[src/rtl/icache_repl_ctrl_if.sv]
// Lookup/memory-side handshake bundle for the icache refill sequencer.
// master = lookup stage + memory + arrays, slave = icache_repl_ctrl.
`timescale 1ns/1ps
interface icache_repl_ctrl_if #(
   parameter int N_WAY  = 4,
   parameter int SET_W  = 6,
   parameter int LINE_W = 26
);
   logic              miss_i;
   logic [SET_W-1:0]  miss_set_i;
   logic [LINE_W-1:0] miss_line_i;
   logic [N_WAY-1:0]  valid_i;
   logic              hit_i;
   logic [SET_W-1:0]  hit_set_i;
   logic [1:0]        hit_way_i;
   logic              flush_i;
   logic              mem_req_o;
   logic [LINE_W-1:0] mem_addr_o;
   logic              mem_gnt_i;
   logic              mem_rvalid_i;
   logic              mem_err_i;
   logic [N_WAY-1:0]  way_we_o;
   logic [SET_W-1:0]  fill_set_o;
   logic              inval_all_o;
   logic              done_o;
   logic              err_o;
   logic              busy_o;

   modport master (
      output miss_i, miss_set_i, miss_line_i, valid_i, hit_i, hit_set_i, hit_way_i, flush_i,
             mem_gnt_i, mem_rvalid_i, mem_err_i,
      input  mem_req_o, mem_addr_o, way_we_o, fill_set_o, inval_all_o, done_o, err_o, busy_o
   );

   modport slave (
      input  miss_i, miss_set_i, miss_line_i, valid_i, hit_i, hit_set_i, hit_way_i, flush_i,
             mem_gnt_i, mem_rvalid_i, mem_err_i,
      output mem_req_o, mem_addr_o, way_we_o, fill_set_o, inval_all_o, done_o, err_o, busy_o
   );
endinterface

[src/rtl/icache_repl_ctrl.sv]
// 4-way icache victim pick + refill sequencer; miss->req 1 cycle, rvalid->way_we 1 cycle, req held until gnt.
// ICACHE_PLRU_EN selects per-set tree-PLRU; default is one global round-robin counter.
`timescale 1ns/1ps
module icache_repl_ctrl #(
   parameter int N_WAY  = 4,
   parameter int N_SET  = 64,
   parameter int LINE_W = 26,
   localparam int SET_W = $clog2(N_SET)
) (
   input logic               clk_i,
   input logic               rst_i,
   icache_repl_ctrl_if.slave bus
);
   typedef enum logic [2:0] {IDLE, REQ, WAIT, FILL, FLUSH} state_t;

   state_t            state_q, state_d;
   logic [SET_W-1:0]  set_q;
   logic [LINE_W-1:0] line_q;
   logic [1:0]        victim_q;
   logic              flush_pend_q;
   logic [1:0]        inv_way, pol_way, victim_d;
   logic              any_inv;
   logic              miss_take;

   // Descending scan so the lowest-index invalid way is the one left standing.
   always_comb begin
      inv_way = 2'd0;
      any_inv = 1'b0;
      for (int i = N_WAY - 1; i >= 0; i--) begin
         if (!bus.valid_i[i]) begin
            inv_way = 2'(i);
            any_inv = 1'b1;
         end
      end
   end

   assign victim_d  = any_inv ? inv_way : pol_way;
   assign miss_take = (state_q == IDLE) && (state_d == REQ);

   always_comb begin
      state_d = state_q;
      case (state_q)
         IDLE:  if (bus.flush_i || flush_pend_q) state_d = FLUSH;
                else if (bus.miss_i)             state_d = REQ;
         REQ:   if (bus.mem_gnt_i)               state_d = WAIT;
         WAIT:  if (bus.mem_rvalid_i)            state_d = bus.mem_err_i ? IDLE : FILL;
         FILL:  state_d = IDLE;
         FLUSH: state_d = IDLE;
         default: state_d = IDLE;
      endcase
   end

   always_ff @(posedge clk_i or posedge rst_i) begin
      if (rst_i) begin
         state_q         <= IDLE;
         set_q           <= '0;
         line_q          <= '0;
         victim_q        <= 2'd0;
         flush_pend_q    <= 1'b0;
         bus.mem_req_o   <= 1'b0;
         bus.mem_addr_o  <= '0;
         bus.way_we_o    <= '0;
         bus.fill_set_o  <= '0;
         bus.inval_all_o <= 1'b0;
         bus.done_o      <= 1'b0;
         bus.err_o       <= 1'b0;
         bus.busy_o      <= 1'b0;
      end else begin
         state_q <= state_d;
         if (miss_take) begin
            set_q    <= bus.miss_set_i;
            line_q   <= bus.miss_line_i;
            victim_q <= victim_d;
         end
         // A flush arriving during FLUSH itself is kept pending rather than lost.
         if (state_q == FLUSH)                  flush_pend_q <= 1'b0;
         if (bus.flush_i && (state_q != IDLE))  flush_pend_q <= 1'b1;
         bus.mem_req_o   <= (state_d == REQ);
         bus.mem_addr_o  <= (state_d == REQ) ? (miss_take ? bus.miss_line_i : line_q) : '0;
         bus.way_we_o    <= (state_d == FILL) ? (N_WAY'(1) << victim_q) : '0;
         bus.fill_set_o  <= (state_d == FILL) ? set_q : '0;
         bus.done_o      <= (state_d == FILL);
         bus.err_o       <= (state_q == WAIT) && bus.mem_rvalid_i && bus.mem_err_i;
         bus.inval_all_o <= (state_d == FLUSH);
         bus.busy_o      <= (state_d != IDLE);
      end
   end

`ifdef ICACHE_PLRU_EN
   logic [2:0] plru_q [N_SET];
   logic [2:0] plru_cur;

   function automatic logic [2:0] plru_touch(input logic [2:0] b, input logic [1:0] w);
      plru_touch    = b;
      plru_touch[0] = ~w[1];
      if (w[1]) plru_touch[2] = ~w[0];
      else      plru_touch[1] = ~w[0];
   endfunction

   assign plru_cur = plru_q[bus.miss_set_i];
   assign pol_way  = {plru_cur[0], plru_cur[0] ? plru_cur[2] : plru_cur[1]};

   // Fill touch is written last so it overrides a same-set hit touch.
   always_ff @(posedge clk_i or posedge rst_i) begin
      if (rst_i) begin
         for (int s = 0; s < N_SET; s++) plru_q[s] <= 3'b000;
      end else if (state_q == FLUSH) begin
         for (int s = 0; s < N_SET; s++) plru_q[s] <= 3'b000;
      end else begin
         if (bus.hit_i)
            plru_q[bus.hit_set_i] <= plru_touch(plru_q[bus.hit_set_i], bus.hit_way_i);
         if (state_q == FILL)
            plru_q[set_q] <= plru_touch(plru_q[set_q], victim_q);
      end
   end
`else
   logic [1:0] rr_q;
   logic       pol_used_q;

   assign pol_way = rr_q;

   always_ff @(posedge clk_i or posedge rst_i) begin
      if (rst_i) begin
         rr_q       <= 2'd0;
         pol_used_q <= 1'b0;
      end else begin
         if (miss_take)                          pol_used_q <= ~any_inv;
         if (state_q == FLUSH)                   rr_q <= 2'd0;
         else if ((state_q == FILL) && pol_used_q) rr_q <= rr_q + 2'd1;
      end
   end
`endif
endmodule

[src/flat_wrapper.sv]
// flat-port wrapper written by rule: the top's interface ports become plain ports
module icache_repl_ctrl_flat 
#(
   parameter int N_WAY  = 4,
   parameter int N_SET  = 64,
   parameter int LINE_W = 26,
   localparam int SET_W = $clog2(N_SET)
)
  (clk_i, rst_i, bus_miss_i, bus_miss_set_i, bus_miss_line_i, bus_valid_i, bus_hit_i, bus_hit_set_i, bus_hit_way_i, bus_flush_i, bus_mem_gnt_i, bus_mem_rvalid_i, bus_mem_err_i, bus_mem_req_o, bus_mem_addr_o, bus_way_we_o, bus_fill_set_o, bus_inval_all_o, bus_done_o, bus_err_o, bus_busy_o);
  icache_repl_ctrl_if #(.N_WAY(N_WAY), .SET_W(6), .LINE_W(LINE_W)) bus_i ();
  input logic clk_i;
  input logic rst_i;
  input wire logic [$bits(bus_i.miss_i)-1:0] bus_miss_i;
  input wire logic [$bits(bus_i.miss_set_i)-1:0] bus_miss_set_i;
  input wire logic [$bits(bus_i.miss_line_i)-1:0] bus_miss_line_i;
  input wire logic [$bits(bus_i.valid_i)-1:0] bus_valid_i;
  input wire logic [$bits(bus_i.hit_i)-1:0] bus_hit_i;
  input wire logic [$bits(bus_i.hit_set_i)-1:0] bus_hit_set_i;
  input wire logic [$bits(bus_i.hit_way_i)-1:0] bus_hit_way_i;
  input wire logic [$bits(bus_i.flush_i)-1:0] bus_flush_i;
  input wire logic [$bits(bus_i.mem_gnt_i)-1:0] bus_mem_gnt_i;
  input wire logic [$bits(bus_i.mem_rvalid_i)-1:0] bus_mem_rvalid_i;
  input wire logic [$bits(bus_i.mem_err_i)-1:0] bus_mem_err_i;
  output wire logic [$bits(bus_i.mem_req_o)-1:0] bus_mem_req_o;
  output wire logic [$bits(bus_i.mem_addr_o)-1:0] bus_mem_addr_o;
  output wire logic [$bits(bus_i.way_we_o)-1:0] bus_way_we_o;
  output wire logic [$bits(bus_i.fill_set_o)-1:0] bus_fill_set_o;
  output wire logic [$bits(bus_i.inval_all_o)-1:0] bus_inval_all_o;
  output wire logic [$bits(bus_i.done_o)-1:0] bus_done_o;
  output wire logic [$bits(bus_i.err_o)-1:0] bus_err_o;
  output wire logic [$bits(bus_i.busy_o)-1:0] bus_busy_o;
  assign bus_i.miss_i = bus_miss_i;
  assign bus_i.miss_set_i = bus_miss_set_i;
  assign bus_i.miss_line_i = bus_miss_line_i;
  assign bus_i.valid_i = bus_valid_i;
  assign bus_i.hit_i = bus_hit_i;
  assign bus_i.hit_set_i = bus_hit_set_i;
  assign bus_i.hit_way_i = bus_hit_way_i;
  assign bus_i.flush_i = bus_flush_i;
  assign bus_i.mem_gnt_i = bus_mem_gnt_i;
  assign bus_i.mem_rvalid_i = bus_mem_rvalid_i;
  assign bus_i.mem_err_i = bus_mem_err_i;
  assign bus_mem_req_o = bus_i.mem_req_o;
  assign bus_mem_addr_o = bus_i.mem_addr_o;
  assign bus_way_we_o = bus_i.way_we_o;
  assign bus_fill_set_o = bus_i.fill_set_o;
  assign bus_inval_all_o = bus_i.inval_all_o;
  assign bus_done_o = bus_i.done_o;
  assign bus_err_o = bus_i.err_o;
  assign bus_busy_o = bus_i.busy_o;
  icache_repl_ctrl #(.N_WAY(N_WAY), .N_SET(N_SET), .LINE_W(LINE_W)) u_core (.clk_i(clk_i), .rst_i(rst_i), .bus(bus_i));
endmodule
[config.mk]
export PLATFORM = sky130hd
export DESIGN_NAME = icache_repl_ctrl_flat
export DESIGN_NICKNAME = d
export VERILOG_FILES = /design/src/rtl/icache_repl_ctrl_if.sv /design/src/rtl/icache_repl_ctrl.sv /design/src/flat_wrapper.sv
export SDC_FILE = /design/constraint.sdc
export NUM_CORES = 1
export LEC_CHECK = 0
export BUFFER_PORTS_ARGS = -buffer_cell sky130_fd_sc_hd__buf_2
export CAP_MARGIN = 30
export CELL_PAD_IN_SITES_DETAIL_PLACEMENT = 1
export CELL_PAD_IN_SITES_GLOBAL_PLACEMENT = 1
export CORE_UTILIZATION = 41
export CTS_BUF_LIST = sky130_fd_sc_hd__clkbuf_16
export DETAILED_ROUTE_END_ITERATION = 7
export PLACE_DENSITY = 0.88
export SLEW_MARGIN = 5
export SYNTH_ARGS = -nofsm -noshare
export SYNTH_HDL_FRONTEND = slang
export SYNTH_SLANG_ARGS = --single-unit
[constraint.sdc]
create_clock -name clk_i -period 3.1 [get_ports clk_i]
set_input_delay 0.31 -clock clk_i [delete_from_list [all_inputs] [get_ports clk_i]]
set_output_delay 0.31 -clock clk_i [all_outputs]
set_load 0.02 [all_outputs]
==> impl_metrics.json, run 1 <==
{
  "synth_top_area_cell": "dfrtp_1",
  "synthTopCellsByArea": "dfrtp_1 64%, mux2_4 9.8%, a22o_1 7.1%",
  "fin_ws_ns": 1.24,
  "ys_warn_count": 0,
  "p_total_mw": 3.75,
  "die-height_um": 90.5,
  "cts_sinks": 82,
  "clock_tree.buffer_depth": 2,
  "reg2reg_to": "u_core.bus.mem_addr_o[16]$_DFF_PP0_",
  "place_area_um2": 3660,
  "finalSetupViolCount": 0,
  "cts_htree_levels": 3,
  "syn_avg_cell_area_um2": 15.4,
  "fin_util_pct": 54.0,
  "instances_no_fill": 397,
  "worst_hold_slack_ns": 0.0506,
  "yosysSeqAreaShare_pct": 63.9,
  "synthDistinctLibCells": 36,
  "holdCritPathClass": "in -> async",
  "drive_above_1_share_pct": 47.3,
  "postSynthCellCount": 208,
  "power.density_nw_per_um2": 938,
  "slowest_stage": "nor4b_4",
  "crit_path_max_fanout": 17,
  "reg2reg_from": "u_core.state_q[1]$_DFF_PP0_",
  "nFillCells": 761,
  "finalHoldViolations": 0,
  "synth_top_area_share_pct": 63.9,
  "finClkSkew_ns": 0.00531,
  "ys.flop_type": "dfrtp_1",
  "routed_wl_um": 6750,
  "antenna_cells": 0,
  "fin_nets": 346,
  "worst_pin_slew_ns": 0.744,
  "place.gp.congestion": 0.731,
  "drtIter0Drc": 59,
  "yosysMostFrequentCell": "dfrtp_1",
  "synth_fp_nets": 260,
  "crit_path_end_kind": "flip-flop",
  "wl_per_cell_um": 17.0,
  "grt_pass1_wl_um": 10900,
  "holdBufCountCts": 0,
  "ir_drop_mv": 0.396,
  "path_cells": "nor4b_4 -> buf_4 -> a22o_1",
  "cp_data_required_time_ns": 3.37,
  "synth-async-reset-ratio_pct": 100,
  "status": "completed",
  "dpl.cell_count": 382,
  "p_leak_nw": 2.13,
  "startpoint": "u_core.state_q[1]$_DFF_PP0_",
  "rsz0062_at_grt": "false",
  "vias_per_cell": 5.11,
  "clock_latency_ns": 0.33,
  "cpPeakStageDelay_ns": 0.74,
  "dp_slack_ns": 1.19,
  "dieArea_um2": 8190,
  "initial_core_util_pct": 43.3,
  "final_area_um2": 4000,
  "io_pins": 93,
  "overflow": 0,
  "coreArea_um2": 7410,
  "synth_area_um2": 3210,
  "critPathLaunchType": "flip-flop",
  "dp_hpwl_um": 4520,
  "antenna_found_initial": 0,
  "reg2reg_slack_ns": 1.24,
  "maxSlewHeadroom_pct": 50.2,
  "reg2reg_depth": 3,
  "crit_arrival_ns": 2.13,
  "crit_type": "reg -> reg",
  "ant_nets": 0,
  "rows": 31,
  "grt_max_degree": 54,
  "synth_edf_count": 0,
  "area_growth_pct": 24.7,
  "setup.worst_path.end": "u_core.bus.mem_addr_o[16]$_DFF_PP0_",
  "synth_common_cells": "82 x dfrtp_1, 26 x a22o_1, 21 x mux2_4",
  "routed-via-count": 2028,
  "cts_made_buffers": 9,
  "clkSlewWorstSetupHoldPaths_ns": 0.06,
  "cap_violations": 0,
  "grt_pass1_vias": 2191,
  "ys_seq_elements": 82,
  "cts_post_setup_buffers_inserted": 0,
  "postCtsResizedCells": 0,
  "route.detailed.drc": 0,
  "min_period_over_period_pct": 60.0,
  "dr.pass1.iters": 4,
  "numPortBuffers": 83,
  "max_freq_mhz": 537,
  "cts_tree": "built",
  "tns_ns": 0,
  "drv_slew": 0,
  "cts_root_buf": "clkbuf_16",
  "grt_usage_pct": 17.6,
  "die_x_um": 90.5,
  "min_period_ns": 1.86
}
[metal layers]
layer / vias up / wire (µm) / global-route usage (%)
li1: 906 / - / -
met1: 1057 / 2810 / 21.1
met2: 55 / 3560 / 30.5
met3: 10 / 310 / 5.05
met4: 0 / 75 / 5.24
met5: - / 0 / 0
[kinds of logic after synthesis]
| kind of cell | count (synthesis) | share of synthesized area [%] |
|---|---|---|
| buffers and inverters | 21 | 4.60 |
| and+or+nand+nor | 30 | 6.90 |
| DFF | 82 | 63.9 |
| muxes | 35 | 14.6 |
| AOI/OAI and AO/OA | 40 | 9.94 |
[critical path, delay by kind of cell (launching register included)]
kind	cells	cell delay, ns
simple gates	1	0.74
flops	1	0.50
buf+inv	1	0.37
compound gates	1	0.17
[registers in the layout, summed over array words and instances, names as in the netlist, 2 cells and up]
register / cells
u_core.bus.fill_set_o: 6
u_core.bus.mem_addr_o: 26
u_core.bus.way_we_o: 4
u_core.line_q: 26
u_core.pol_way: 2
u_core.set_q: 6
u_core.state_q: 3
u_core.victim_q: 2
[how the worst min path moves through the flow]
stage	from	to	slack [ns]	cells past startpoint
after detailed placement	rst_i	u_core.bus.fill_set_o[0]$_DFF_PP0_	0.42	3
after global placement	rst_i	u_core.bus.fill_set_o[2]$_DFF_PP0_	0.40	3
after global routing	rst_i	u_core.bus.fill_set_o[2]$_DFF_PP0_	0.08	3
after CTS	rst_i	u_core.bus.fill_set_o[2]$_DFF_PP0_	0.06	3
after floorplan	u_core.victim_q[1]$_DFFE_PP0N_	u_core.bus.way_we_o[0]$_DFF_PP0_	0.42	1
final	rst_i	u_core.bus.fill_set_o[2]$_DFF_PP0_	0.05	3
[area by class of cell]
type	instances	area, µm²	area share (%)
Clock inverter	6	115	2.88
Sequential cell	82	2050	51.3
Clock buffer	9	225	5.63
Tap cell	99	124	3.09
Timing Repair Buffer	86	438	10.9
Inverter	10	38.8	0.969
Multi-Input combinational cell	105	1010	25.2
[cell usage in the layout, fill, tap and decap left out, types with 2 or more instances in the layout]
master and count:
a21oi_1 4, a22o_1 26, nand2b_1 2, nor3_1 2, nor2_1 4, buf_2 83, and3_1 2, o21ai_0 2
bufinv_16 3, nand2_1 3, buf_4 3, inv_1 9, clkbuf_16 9, mux2_2 11, and2_1 7, mux2_4 21
mux2i_1 3, a31oi_1 2, dfrtp_1 82
[report_power, final]
group	switching [mW]	total (mW)	internal, mW
registers	0.214	1.62	1.41
logic	0.440	0.937	0.497
clock network	0.410	1.20	0.786
Note: power is estimated with default switching activity, not from simulation.
==> inputs of run 2 (changes only) <==
==> constraint.sdc (replaced) <==
create_clock -name clk_i -period 1.9 [get_ports clk_i]
set_input_delay 0.19 -clock clk_i [delete_from_list [all_inputs] [get_ports clk_i]]
set_output_delay 0.19 -clock clk_i [all_outputs]
set_load 0.02 [all_outputs]
==> run 2 against run 1 <==
Compared with the run above: clock power rose by 55%; critical path depth did not move; cell count rose by 1.5%; via count fell by 0.64%; highest routed layer unchanged.
==> impl_metrics.json, run 2 (same netlist as run 1, synthesis figures left out) <==
{
  "worstHoldPathCells": 2,
  "fin_util_pct": 54.7,
  "crit_path_max_fanout": 26,
  "area_growth_pct": 26.4,
  "grt_max_degree": 39,
  "seqPwrFrac_pct": 42.7,
  "min_to": "u_core.bus.err_o$_DFF_PP0_",
  "reg_top3": "u_core.bus.mem_addr_o: 26 flops, u_core.line_q: 26 flops",
  "reg2reg_from": "u_core.flush_pend_q$_DFFE_PP0P_",
  "dr.pass1.iters": 4,
  "initial_core_util_pct": 43.3,
  "clock_latency_ns": 0.33,
  "crit_arrival_ns": 1.92,
  "dieArea_um2": 8190,
  "critPathLaunchType": "flip-flop",
  "cts_sinks": 82,
  "status": "completed",
  "nFillCells": 762,
  "coreArea_um2": 7410,
  "finalSetupViolCount": 0,
  "p_leak_nw": 2.15,
  "route.detailed.drc": 0,
  "finalHoldViolations": 0,
  "instances_no_fill": 403,
  "crit_path_end_kind": "flip-flop",
  "finClkSkew_ns": 0.0100,
  "routed-via-count": 2015,
  "slowest_stage": "dfrtp_1",
  "wl_per_cell_um": 16.5,
  "crit_type": "reg -> reg",
  "min_period_over_period_pct": 90.2,
  "vias_per_cell": 5.00,
  "rows": 31,
  "reg2reg_slack_ns": 0.19,
  "dpl.cell_count": 386,
  "antenna_found_initial": 0,
  "cts_tree": "built",
  "max_freq_mhz": 584,
  "clockPowerShare_pct": 30.5,
  "power_frac_comb_pct": 26.9,
  "reg2reg_depth": 3,
  "drtIter0Drc": 55,
  "ant_nets": 0,
  "drv_slew": 0,
  "power.density_nw_per_um2": 1500,
  "grt_pass1_wl_um": 11100,
  "cts_htree_levels": 3,
  "drive_above_1_share_pct": 48.0,
  "hold_start": "bus_mem_err_i",
  "p_sw_share_pct": 29.1,
  "worst_pin_slew_ns": 0.597,
  "grt_usage_pct": 17.6,
  "dp_hpwl_um": 4390,
  "cts_made_buffers": 9,
  "clkSlewWorstSetupHoldPaths_ns": 0.07,
  "overflow": 0,
  "cts_root_buf": "clkbuf_16",
  "multi_input_area_um2": 1010,
  "numPortBuffers": 83,
  "p_int_mw": 4.32,
  "crit_family": "simple AND/OR/NAND/NOR gates",
  "die-height_um": 90.5,
  "ir_drop_mv": 0.510,
  "layout_commonest_cell": "buf_2",
  "path_buf_inv": 0,
  "cap_violations": 0,
  "cp_data_required_time_ns": 2.10,
  "path_cells": "nor3b_2 -> nand2_4 -> mux2_4",
  "rsz0062_at_grt": "false",
  "holdCritPathClass": "in -> reg",
  "p_switching_mw": 1.77,
  "fin_nets": 351,
  "seq_area_um2": 2050,
  "maxSlewHeadroom_pct": 60.1,
  "place.gp.congestion": 0.712,
  "routed_wl_um": 6640,
  "clock_tree.buffer_depth": 2,
  "io_pins": 93,
  "min_period_ns": 1.71,
  "cpPeakStageDelay_ns": 0.42,
  "reg2reg_to": "u_core.line_q[8]$_DFF_PP0_",
  "tns_ns": 0,
  "grt_pass1_vias": 2233,
  "die_x_um": 90.5,
  "antenna_cells": 0,
  "postCtsResizedCells": 0,
  "final_cell_mix": "83 x buf_2, 82 x dfrtp_1, 26 x a22o_1"
}
==> run 2: what timing repair did <==
item                      4_1_cts  5_1_grt
hold buffers                    1        0
hold endpoints to repair       23        0
buffers inserted                0        0
==> run 2: power groups by stage <==
stage / logic [mW] / registers [mW] / clock network (mW)
2_1_floorplan: 1.14 / 2.70 / 0
3_3_place_gp: 1.59 / 2.57 / 0
3_5_place_dp: 1.64 / 2.61 / 0
4_1_cts: 1.67 / 2.61 / 1.90
5_1_grt: 1.78 / 2.67 / 1.97
6_report: 1.64 / 2.60 / 1.86
==> run 2: cell type report <==
cell class | count | area share, %
sequential | 82 | 50.6
multi-input combinational | 105 | 24.9
timing repair buffer | 91 | 12.4
clock buffer | 9 | 5.55
tap | 99 | 3.05
clock inverter | 7 | 2.47
inverter | 10 | 1.02
==> run 2: worst max path at each step <==
| stage | cells after the start | from | slack [ns] | end |
|---|---|---|---|---|
| floorplan | 6 | u_core.state_q[1]$_DFF_PP0_ | 0.33 | u_core.set_q[5]$_DFFE_PP0N_ |
| global placement | 3 | u_core.flush_pend_q$_DFFE_PP0P_ | 0.26 | u_core.line_q[22]$_DFF_PP0_ |
| finish | 3 | u_core.flush_pend_q$_DFFE_PP0P_ | 0.19 | u_core.line_q[8]$_DFF_PP0_ |
| global route | 3 | u_core.flush_pend_q$_DFFE_PP0P_ | 0.08 | u_core.line_q[5]$_DFF_PP0_ |
| detailed placement | 3 | u_core.flush_pend_q$_DFFE_PP0P_ | 0.19 | u_core.line_q[5]$_DFF_PP0_ |
| CTS | 3 | u_core.flush_pend_q$_DFFE_PP0P_ | 0.16 | u_core.line_q[5]$_DFF_PP0_ |
==> run 2: stage by stage <==
step | setup slack, ns | hold WS [ns] | instance area [µm²] | power, mW
after floorplan | 0.334 | 0.319 | 3210 | 3.84
after global placement | 0.257 | 0.293 | 3720 | 4.16
after detailed placement | 0.189 | 0.297 | 3720 | 4.26
after CTS | 0.163 | 0.0832 | 4060 | 6.17
after global routing | 0.0824 | 0.0867 | 4060 | 6.42
final | 0.187 | 0.0895 | 4060 | 6.09
==> run 2: worst register-to-register path, stage by stage, from the launching register on <==
cell and delay (ns):
dfrtp_1 0.42, nor3b_2 0.39, nand2_4 0.36, mux2_4 0.42
==> run 2: routing by layer <==
layer  routed length (µm)  vias to the layer above  track usage (%)
met3                  243                       10             4.29
met2                 3400                       52             29.7
met5                    0                        -                0
met1                 2900                     1031             22.1
li1                     -                      922                -
met4                   95                        0             6.05
==> inputs of run 3 (changes only) <==
--- a/config.mk
+++ b/config.mk
@@ -5,14 +5,15 @@
 export SDC_FILE = /design/constraint.sdc
 export NUM_CORES = 1
 export LEC_CHECK = 0
+export ABC_AREA = 1
 export BUFFER_PORTS_ARGS = -buffer_cell sky130_fd_sc_hd__buf_2
 export CAP_MARGIN = 30
 export CELL_PAD_IN_SITES_DETAIL_PLACEMENT = 1
 export CELL_PAD_IN_SITES_GLOBAL_PLACEMENT = 1
-export CORE_UTILIZATION = 41
+export CORE_UTILIZATION = 38
 export CTS_BUF_LIST = sky130_fd_sc_hd__clkbuf_16
 export DETAILED_ROUTE_END_ITERATION = 7
-export PLACE_DENSITY = 0.88
+export PLACE_DENSITY = 0.89
 export SLEW_MARGIN = 5
 export SYNTH_ARGS = -nofsm -noshare
 export SYNTH_HDL_FRONTEND = slang
==> run 3 against run 2 <==
Compared with the run above: maximum frequency increased by 12%; clock power fell by 9%; die area is 10% higher; worst hold slack worse by 0.066 ns; clock skew is 0.0026 ns lower; area after synthesis increased by 2.5%; via count up 27%; routed wire length grew 15%; sequential cell count unchanged; largest cell class unchanged; highest routed layer unchanged.
==> impl_metrics.json, run 3 <==
{
  "ir_drop_mv": 0.562,
  "reg2reg_from": "u_core.state_q[0]$_DFF_PP0_",
  "cap_violations": 0,
  "vias_per_cell": 4.43,
  "dp_slack_ns": 0.312,
  "drive_above_1_share_pct": 23.0,
  "synthTopCellsByArea": "dfrtp_1 62%, nand2_1 12%, inv_1 12%",
  "reg2reg_depth": 7,
  "synth_area_um2": 3290,
  "synth_fp_nets": 431,
  "io_pins": 93,
  "p_leak_nw": 2.53,
  "dieArea_um2": 9030,
  "fin_ws_ns": 0.364,
  "crit_path_end_kind": "flip-flop",
  "status": "completed",
  "clock_latency_ns": 0.33,
  "grt_usage_pct": 18.8,
  "cts_htree_levels": 3,
  "ys_warn_count": 0,
  "place.gp.congestion": 0.726,
  "synthDistinctLibCells": 19,
  "holdBufCountCts": 0,
  "postCtsResizedCells": 0,
  "min_period_over_period_pct": 80.8,
  "dr.pass1.iters": 4,
  "cts_tree": "built",
  "clock_tree.buffer_depth": 2,
  "grt_pass1_vias": 2736,
  "reg2reg_to": "u_core.bus.mem_addr_o[21]$_DFF_PP0_",
  "die-height_um": 95.0,
  "synth-async-reset-ratio_pct": 100,
  "ant_nets": 0,
  "finalHoldViolations": 0,
  "layout_commonest_cell": "nand2_1",
  "die_x_um": 95.0,
  "crit_path_max_fanout": 26,
  "worst_hold_slack_ns": 0.0233,
  "routed_wl_um": 7670,
  "final_cell_mix": "108 x nand2_1, 107 x inv_1, 83 x buf_2",
  "area_growth_pct": 23.8,
  "dpl.cell_count": 563,
  "postSynthCellCount": 379,
  "routed-via-count": 2563,
  "numPortBuffers": 83,
  "critPathLaunchType": "flip-flop",
  "syn_avg_cell_area_um2": 8.68,
  "max_freq_mhz": 651,
  "multi_input_area_um2": 727,
  "holdCritPathClass": "in -> async",
  "initial_core_util_pct": 39.6,
  "maxSlewHeadroom_pct": 63.8,
  "overflow": 0,
  "tns_ns": 0,
  "finClkSkew_ns": 0.00747,
  "seq_area_um2": 2050,
  "grt_max_degree": 44,
  "drv_slew": 0,
  "antenna_found_initial": 0,
  "ys_seq_elements": 82,
  "finalSetupViolCount": 0,
  "synth_top_area_share_pct": 62.4,
  "clkSlewWorstSetupHoldPaths_ns": 0.06,
  "cp_data_required_time_ns": 2.09,
  "cts_post_setup_buffers_inserted": 0,
  "route.detailed.drc": 0,
  "yosysSeqAreaShare_pct": 62.4,
  "fin_nets": 521,
  "cts_root_buf": "clkbuf_16",
  "rsz0062_at_grt": "false",
  "power.density_nw_per_um2": 1470,
  "instances_no_fill": 579,
  "synth_edf_count": 0,
  "wl_per_cell_um": 13.2,
  "drtIter0Drc": 77,
  "coreArea_um2": 8300,
  "reg2reg_slack_ns": 0.36,
  "yosysMostFrequentCell": "nand2_1",
  "rows": 33,
  "worst_pin_slew_ns": 0.543,
  "antenna_cells": 0,
  "synth_common_cells": "108 x nand2_1, 106 x inv_1, 82 x dfrtp_1",
  "nFillCells": 1039,
  "reg_top3": "u_core.bus.mem_addr_o: 26 flops, u_core.line_q: 26 flops",
  "crit_arrival_ns": 1.72,
  "dp_hpwl_um": 5420,
  "crit_type": "reg -> reg",
  "cts_made_buffers": 9,
  "grt_pass1_wl_um": 12600,
  "cts_sinks": 82,
  "min_period_ns": 1.54,
  "synth_top_area_cell": "dfrtp_1",
  "ys.flop_type": "dfrtp_1",
  "p_total_mw": 5.97
}
-- run 3: cell types whose count changed after synthesis, sizes merged, moves of 4 or more --
cell   previous run  this run
nand2             4       110
buf              11         7
mux2             32         0
a22o             26         0
nor2              4        45
o21ai             2        12
nand3             0         4
inv              10       107
and2              8         0
-- run 3: logic make-up (layout without fill, tap and decap cells) --
| group | Yosys count | count (layout) | synth area share, % |
|---|---|---|---|
| buf+inv | 117 | 212 | 15.7 |
| flops | 82 | 82 | 62.4 |
| compound gates | 15 | 15 | 2.40 |
| simple gates | 165 | 165 | 19.6 |
-- run 3: critical path, cell delays in order (launching register included) --
cell,delay (ns)
dfrtp_1,0.46
nor2_2,0.09
nand2_2,0.10
inv_1,0.08
nand2_2,0.08
nand2_1,0.07
inv_2,0.37
nor2_1,0.13
-- run 3: cell type report --
class | instances | area share (%)
flip-flops and latches | 82 | 50.4
multi-input cells | 180 | 17.9
repair buffers | 89 | 11.3
inverters | 107 | 9.96
clock buffers | 9 | 5.53
well taps | 105 | 3.23
clock inverters | 7 | 1.72
-- run 3: power breakdown --
| group | switching [mW] | internal [mW] | leakage, nW |
|---|---|---|---|
| Combinational | 1.22 | 0.548 | 1.36 |
| Sequential | 0.202 | 2.30 | 1.03 |
| Clock | 0.689 | 1.02 | 0.145 |
-- run 3: how the worst max path moves through the flow --
stage	end	slack (ns)	startpoint	depth (start not counted)
floorplan	u_core.bus.mem_addr_o[2]$_DFF_PP0_	0.61	u_core.state_q[0]$_DFF_PP0_	7
global placement	u_core.bus.mem_addr_o[11]$_DFF_PP0_	0.45	u_core.state_q[0]$_DFF_PP0_	7
detailed placement	u_core.bus.mem_addr_o[21]$_DFF_PP0_	0.31	u_core.state_q[0]$_DFF_PP0_	7
CTS	u_core.bus.mem_addr_o[21]$_DFF_PP0_	0.29	u_core.state_q[0]$_DFF_PP0_	7
global route	u_core.bus.mem_addr_o[21]$_DFF_PP0_	0.18	u_core.state_q[2]$_DFF_PP0_	7
finish	u_core.bus.mem_addr_o[21]$_DFF_PP0_	0.36	u_core.state_q[0]$_DFF_PP0_	7
-- run 3: per-stage QoR --
step | area [µm²] | util [%]
global placement | 3780 | 45.5
finish | 4070 | 49.1
CTS | 4070 | 49.1
detailed placement | 3780 | 45.5
floorplan | 3290 | -
global route | 4070 | 49.1
-- run 3: layer usage --
metal	wire length (µm)	track usage, %	vias to the layer above	share of wire, %
met5	0	0	-	0
met4	89	7.83	0	1.2
met3	271	2.95	8	3.5
met2	4320	35.6	52	56
met1	2990	20.7	1263	39
li1	-	-	1240	-
